`config.mk`:
```
export PLATFORM = sky130hd
export DESIGN_NAME = amplifier_mc
export DESIGN_NICKNAME = d
export VERILOG_FILES = /design/src/rtl/amplifier_pkg.sv /design/src/rtl/amplifier_fifo.sv /design/src/rtl/amplifier_mc.sv
export SDC_FILE = /design/constraint.sdc
export NUM_CORES = 1
export LEC_CHECK = 0
export CELL_PAD_IN_SITES_DETAIL_PLACEMENT = 1
export CELL_PAD_IN_SITES_GLOBAL_PLACEMENT = 2
export CORE_AREA = 5 5 176 220
export DETAILED_ROUTE_END_ITERATION = 7
export DIE_AREA = 0 0 181 225
export GPL_TIMING_DRIVEN = 1
export PLACE_DENSITY_LB_ADDON = 0.1
export SYNTH_ARGS = -nofsm -noshare
export SYNTH_HDL_FRONTEND = slang
export SYNTH_HIERARCHICAL = 1
export SYNTH_SLANG_ARGS = --single-unit
```
`constraint.sdc`:
```
create_clock -name clk_i -period 5.15 [get_ports clk_i]
set_clock_uncertainty 0.2 [all_clocks]
set_input_delay 1.03 -clock clk_i [delete_from_list [all_inputs] [get_ports clk_i]]
set_output_delay 1.03 -clock clk_i [all_outputs]
set_load 0.01 [all_outputs]
```
`src/rtl/amplifier_pkg.sv`:
```
// Shared widths, entry layout and result-fitting helper for the multi-channel amplifier.
package amplifier_pkg;

  localparam int unsigned ChNumDef       = 4;
  localparam int unsigned IdWidthDef     = 8;
  localparam int unsigned BaseWidthDef   = 8;
  localparam int unsigned ScalerWidthDef = 16;
  localparam int unsigned ResWidthDef    = 24;
  localparam int unsigned FifoDepthDef   = 4;

  // Widest product the fitting helper handles.
  localparam int unsigned ProdMaxWidth = 64;

  // Entry layout for the default configuration.
  typedef struct packed {
    logic [1:0]                ch;
    logic [IdWidthDef-1:0]     id;
    logic [ResWidthDef-1:0]    res;
    logic                      ovf;
  } amp_entry_t;

  // Returns {ovf, res}: res is the product fitted into res_w bits, either clamped to all-ones
  // (sat_en) or truncated to its low bits. res_w must be below ProdMaxWidth.
  function automatic logic [ProdMaxWidth:0] fit_result(input logic [ProdMaxWidth-1:0] prod,
                                                       input int unsigned res_w,
                                                       input bit sat_en);
    logic [ProdMaxWidth-1:0] mask;
    logic [ProdMaxWidth-1:0] res;
    logic                    ovf;
    mask = (ProdMaxWidth'(1) << res_w) - ProdMaxWidth'(1);
    ovf  = |(prod & ~mask);
    if (ovf && sat_en) begin
      res = mask;
    end else begin
      res = prod & mask;
    end
    return {ovf, res};
  endfunction

endpackage

```
`src/rtl/amplifier_fifo.sv`:
```
// Synchronous FIFO with registered count; head is read straight from storage.
module amplifier_fifo #(
  parameter int unsigned WIDTH = 8,
  parameter int unsigned DEPTH = 4,
  localparam int unsigned AW   = $clog2(DEPTH)
) (
  input  logic             clk_i,
  input  logic             rstn_i,
  input  logic             push_i,
  input  logic [WIDTH-1:0] data_i,
  input  logic             pop_i,
  output logic             full_o,
  output logic             empty_o,
  output logic [AW:0]      count_o,
  output logic [WIDTH-1:0] head_o
);

  logic [WIDTH-1:0] mem_q [DEPTH];
  logic [AW-1:0]    wptr_q, wptr_d;
  logic [AW-1:0]    rptr_q, rptr_d;
  logic [AW:0]      count_q, count_d;
  logic             do_push, do_pop;

  assign full_o  = (count_q == (AW+1)'(DEPTH));
  assign empty_o = (count_q == '0);
  assign count_o = count_q;
  assign head_o  = mem_q[rptr_q];

  assign do_push = push_i & ~full_o;
  assign do_pop  = pop_i & ~empty_o;

  always_comb begin
    wptr_d  = wptr_q;
    rptr_d  = rptr_q;
    count_d = count_q;
    if (do_push) begin
      wptr_d = wptr_q + AW'(1);
    end
    if (do_pop) begin
      rptr_d = rptr_q + AW'(1);
    end
    unique case ({do_push, do_pop})
      2'b10:   count_d = count_q + (AW+1)'(1);
      2'b01:   count_d = count_q - (AW+1)'(1);
      default: count_d = count_q;
    endcase
  end

  always_ff @(posedge clk_i or negedge rstn_i) begin
    if (!rstn_i) begin
      wptr_q  <= '0;
      rptr_q  <= '0;
      count_q <= '0;
      for (int i = 0; i < int'(DEPTH); i++) begin
        mem_q[i] <= '0;
      end
    end else begin
      wptr_q  <= wptr_d;
      rptr_q  <= rptr_d;
      count_q <= count_d;
      if (do_push) begin
        mem_q[wptr_q] <= data_i;
      end
    end
  end

endmodule

```
`src/rtl/amplifier_mc.sv`:
```
// Multi-channel amplifier: per-channel scaler bank, multiply/fit, and a ready/valid output FIFO.
module amplifier_mc
  import amplifier_pkg::*;
#(
  parameter int unsigned CH_NUM       = ChNumDef,
  parameter int unsigned ID_WIDTH     = IdWidthDef,
  parameter int unsigned BASE_WIDTH   = BaseWidthDef,
  parameter int unsigned SCALER_WIDTH = ScalerWidthDef,
  parameter int unsigned RES_WIDTH    = ResWidthDef,
  parameter int unsigned FIFO_DEPTH   = FifoDepthDef,
  parameter int unsigned SAT_EN       = 1,
  localparam int unsigned CW          = (CH_NUM > 1) ? $clog2(CH_NUM) : 1
) (
  input  logic                          clk_i,
  input  logic                          rstn_i,
  input  logic                          wr_en_i,
  input  logic                          set_scaler_i,
  input  logic [CW-1:0]                 wr_ch_i,
  input  logic [ID_WIDTH+BASE_WIDTH-1:0] wr_data_i,
  output logic                          wr_ready_o,
  output logic                          rd_val_o,
  input  logic                          rd_ready_i,
  output logic [ID_WIDTH+RES_WIDTH-1:0] rd_data_o,
  output logic [CW-1:0]                 rd_ch_o,
  output logic                          rd_ovf_o,
  output logic [SCALER_WIDTH-1:0]       scaler_o,
  output logic                          err_o
);

  localparam int unsigned DW = ID_WIDTH + BASE_WIDTH;
  localparam int unsigned PW = BASE_WIDTH + SCALER_WIDTH;
  localparam int unsigned AW = $clog2(FIFO_DEPTH);

  typedef struct packed {
    logic [CW-1:0]        ch;
    logic [ID_WIDTH-1:0]  id;
    logic [RES_WIDTH-1:0] res;
    logic                 ovf;
  } entry_t;

  localparam int unsigned EW = $bits(entry_t);

  logic [SCALER_WIDTH-1:0] scaler_q [CH_NUM];
  logic [SCALER_WIDTH-1:0] scaler_out_q;
  logic                    err_q, err_d;

  logic                    ch_ok;
  logic                    scaler_we;
  logic                    data_push;
  logic [SCALER_WIDTH-1:0] sel_scaler;
  logic [BASE_WIDTH-1:0]   base;
  logic [ID_WIDTH-1:0]     id;
  logic [PW-1:0]           prod;
  logic [ProdMaxWidth:0]   fit;
  logic                    unused_fit;
  entry_t                  push_entry;
  entry_t                  head_entry;
  logic [EW-1:0]           head_bits;
  logic                    fifo_full, fifo_empty;
  logic [AW:0]             unused_fifo_count;

  assign ch_ok = (32'(wr_ch_i) < CH_NUM);
  assign base  = wr_data_i[BASE_WIDTH-1:0];
  assign id    = wr_data_i[DW-1:BASE_WIDTH];

  assign scaler_we = wr_en_i & set_scaler_i & ch_ok;
  // Accept only when there is room; upstream holds the write otherwise.
  assign data_push = wr_en_i & ~set_scaler_i & ch_ok & ~fifo_full;
  assign err_d     = wr_en_i & ~ch_ok;

  // Multiplies with the registered scaler, so a same-edge scaler write is not seen.
  assign sel_scaler = ch_ok ? scaler_q[wr_ch_i] : '0;
  assign prod       = PW'(base) * PW'(sel_scaler);
  assign fit        = fit_result(ProdMaxWidth'(prod), RES_WIDTH, SAT_EN != 0);
  assign unused_fit = ^fit[ProdMaxWidth-1:RES_WIDTH];

  always_comb begin
    push_entry     = '0;
    push_entry.ch  = wr_ch_i;
    push_entry.id  = id;
    push_entry.res = fit[RES_WIDTH-1:0];
    push_entry.ovf = fit[ProdMaxWidth];
  end

  always_ff @(posedge clk_i or negedge rstn_i) begin
    if (!rstn_i) begin
      for (int i = 0; i < int'(CH_NUM); i++) begin
        scaler_q[i] <= '0;
      end
      scaler_out_q <= '0;
      err_q        <= 1'b0;
    end else begin
      err_q <= err_d;
      if (scaler_we) begin
        scaler_q[wr_ch_i] <= wr_data_i[SCALER_WIDTH-1:0];
        scaler_out_q      <= wr_data_i[SCALER_WIDTH-1:0];
      end
    end
  end

  amplifier_fifo #(
    .WIDTH (EW),
    .DEPTH (FIFO_DEPTH)
  ) u_fifo (
    .clk_i   (clk_i),
    .rstn_i  (rstn_i),
    .push_i  (data_push),
    .data_i  (push_entry),
    .pop_i   (rd_ready_i),
    .full_o  (fifo_full),
    .empty_o (fifo_empty),
    .count_o (unused_fifo_count),
    .head_o  (head_bits)
  );

  assign head_entry = entry_t'(head_bits);

  assign wr_ready_o = ~fifo_full;
  assign rd_val_o   = ~fifo_empty;
  assign rd_data_o  = {head_entry.id, head_entry.res};
  assign rd_ch_o    = head_entry.ch;
  assign rd_ovf_o   = head_entry.ovf;
  assign scaler_o   = scaler_out_q;
  assign err_o      = err_q;

endmodule

```
==> impl_metrics.ini, run 1 <==
[floorplanning]
dieHeight_um = 225
core_area_mm2 = 0.0362
start_util = 0.387
die_w_um = 181
pin_count = 77
dieArea_mm2 = 0.0407
rows = 78

[synth]
ys.flop_type = dfrtp_1
synth_cell_types = 54
syn_inst = 1058
synthArstFlopShare = 1.00
synth_area_leaders = dfrtp_1, mux2_2, fa_1
ys_seq_elements = 227
yosysSeqAreaShare = 0.405
synth_largest_area_cell = dfrtp_1
synth-edff-count = 0
yosysTopAreaCellShare = 0.405
synth_area_per_cell_um2 = 13.2
syn_area_mm2 = 0.0140
yosys_warnings = 6

[min_path]
hp-class = primary input to asynchronous set/reset pin

[critical_path]
r2r_cells = 18
worstSetupPathType = primary input to flip-flop
worst_setup_path_start_kind = primary input
cp_slowest_stage_delay_ns = 0.55
path_common_cell = fa_1
worst_setup_path_end_kind = flip-flop
crit_chain = buf_12 -> buf_12 -> buf_12 -> buf_6 -> mux4_2 -> nand2_2 -> fa_1 -> fa_1 -> inv_2 -> fa_1 -> inv_1 -> fa_1 -> inv_2 -> ha_4 -> buf_4 -> o211ai_1 -> a21oi_2 -> o21a_1 -> or4_4 -> a211oi_4 -> xnor2_2 -> mux2_4
cp.required_ns = 5.39
cp_slowest_cell = mux4_2
cp.arrival_ns = 6.04
crit_path_max_fanout = 7

[sta]
fmax_ghz = 0.173
setup_viol = 60
hold_violations = 0
slew_viol_final = 0
fin_crit_ns = 5.80
setup_ws_ns = -0.646
post-route-period-util = 1.13
tightest_slew_ns = 0.879
rsz0062_at_grt = true
slew_headroom = 0.412

[finish]
syn_to_final_growth_pct = 27.7
fin_util = 0.494
layout_commonest_cell = dfrtp_1
layout.nets = 1410
layout-drive-gt1-share = 0.407
num_antenna_cells = 0
fill_cells = 3658
layout_common_cells = dfrtp_1, mux2_2, buf_4, inv_1, and2_1

[grt]
globalRouteTotalUtil = 0.180
overflow = 0
grt_max_degree = 102
antenna_found_initial = 0
grt_pass1_vias = 10500
grt_pass1_wl_um = 58600

[cts]
ctsHoldBuffers = 0
h-tree-depth = 1
cts_root_buf = clkbuf_16
cts_buffers = 27
clk_pin_slew_ns = 0.06
clock_latency_ns = 0.55
clock_path_buffers = 3
cts_sinks = 227
cts_tree = built

[routing]
firstDrtPassIters = 4
ant_nets = 0
drt_wl_total_um = 35500
viasPerCell = 5.03
drt-initial-drc-count = 271
wl_per_cell_um = 20.2
vias = 8810
drc = 0

[outcome]
status = complete, but fails checks
violations = setup timing

[place]
dp_hpwl_um = 25000
routabilityCongestion = 0.797
port_buffers = 75

[flow_run]
cap_violations = 0
## through the flow
step / hold slack, ns / std cells / cell area, µm² / setup slack (ns) / setup TNS [ns]
after floorplan: 0.253 / 1062 / 14200 / -0.880 / -32.56
after global placement: 0.262 / 1686 / 16200 / -1.81 / -106.39
after detailed placement: 0.274 / 1686 / 16200 / -1.83 / -109.89
after CTS: 0.272 / 1748 / 17700 / -0.592 / -24.11
after global routing: 0.294 / 1753 / 17900 / -0.769 / -35.29
final: 0.251 / 1753 / 17900 / -0.646 / -26.93
## cells in the mapped netlist (2+ instances only)
library cell and number:
nor2_1 11, nor3b_1 2, a21oi_1 12, a211oi_1 3
o21ai_1 5, nand4_1 6, o21a_1 2, fa_1 85
clkbuf_8 8, clkbuf_1 25, buf_2 12, mux2i_1 3
xnor2_1 12, o21ai_0 6, dfrtp_1 227, nand3_1 5
nand2_1 35, mux2_1 22, and2_1 111, mux2_2 199
mux4_2 51, xor2_1 11, nand2b_1 5, inv_1 106
nor2_2 4, buf_6 4, nor3_1 2, buf_1 2
a21o_1 9, ha_1 49
## area by class of cell
class | instances | area [µm²] | share of cell area
clock buffer | 37 | 743 | 0.0415
sequential | 227 | 5680 | 0.318
multi-input combinational | 677 | 8280 | 0.463
inverter | 106 | 398 | 0.0222
timing repair buffer | 214 | 2020 | 0.113
clock inverter | 12 | 165 | 0.00923
tap | 480 | 601 | 0.0336
## what timing repair did
item | CTS | global route
setup buffers | 13 | 7
gates cloned | 2 | 0
pin swaps | 28 | 18
endpoints found under the setup margin | 76 | 64
resized for setup | 103 | 28
## worst paths after layout
| check | start | to | slack (ns) |
|---|---|---|---|
| setup / recovery | wr_ch_i[0] | u_fifo/mem_q[22] | -0.65 |
| hold / removal | rstn_i | u_fifo/mem_q[114] | 0.25 |
| setup reg to reg | scaler_q[19] | u_fifo/mem_q[22] | -0.27 |
| hold reg to reg | scaler_q[52] | scaler_q[52] | 0.28 |
| max in group asynchronous | rstn_i | scaler_o[15] | 3.42 |
| min in group clk_i | scaler_q[52] | scaler_q[52] | 0.28 |
## state kept, by name (all words and copies together) (netlist names)
signal / flops
scaler_o: 16
scaler_q: 64
u_fifo/rptr_q: 2
u_fifo/wptr_q: 2
u_fifo/count_o: 3
u_fifo/mem_q: 140
## critical path: cells and delay by family
| kind | cells | cell delay, ns |
|---|---|---|
| buf+inv | 8 | 0.72 |
| compound gates | 4 | 0.64 |
| fa+ha+maj | 5 | 2.12 |
| simple gates | 2 | 0.55 |
| xor+xnor | 1 | 0.13 |
| mux | 2 | 0.83 |
## cell families (layout without fill, tap and decap cells)
| group | Yosys count | count (layout) | share of synthesized area |
|---|---|---|---|
| other | 1 | 5 | 0.000268 |
| flip-flops | 227 | 227 | 0.405 |
| multiplexers | 275 | 275 | 0.262 |
| XOR/XNOR | 23 | 23 | 0.0144 |
| adder cells (fa/ha/maj) | 134 | 134 | 0.165 |
| buffers and inverters | 158 | 369 | 0.0515 |
| AO/OA/AOI/OAI | 51 | 51 | 0.0249 |
| AND/OR/NAND/NOR | 189 | 189 | 0.0768 |
## metal layers
| metal | part of all wire | vias up | track usage |
|---|---|---|---|
| met5 | 0 | - | 0 |
| met4 | 0.022 | 0 | 0.0436 |
| met3 | 0.030 | 41 | 0.0253 |
| met2 | 0.54 | 109 | 0.337 |
| met1 | 0.41 | 4681 | 0.220 |
| li1 | - | 3979 | - |
Power of run 1 is not shown: default switching activity piles up to over one toggle a cycle in this logic, so the estimate is an artifact.
==> run 2: changes to the inputs <==
- CTS_CLUSTER_DIAMETER: not set -> 80
==> results of run 2 <==
No change in the layout: final DEF, timing and power equal those of run 1.
Power of run 2 is left out for the same reason.
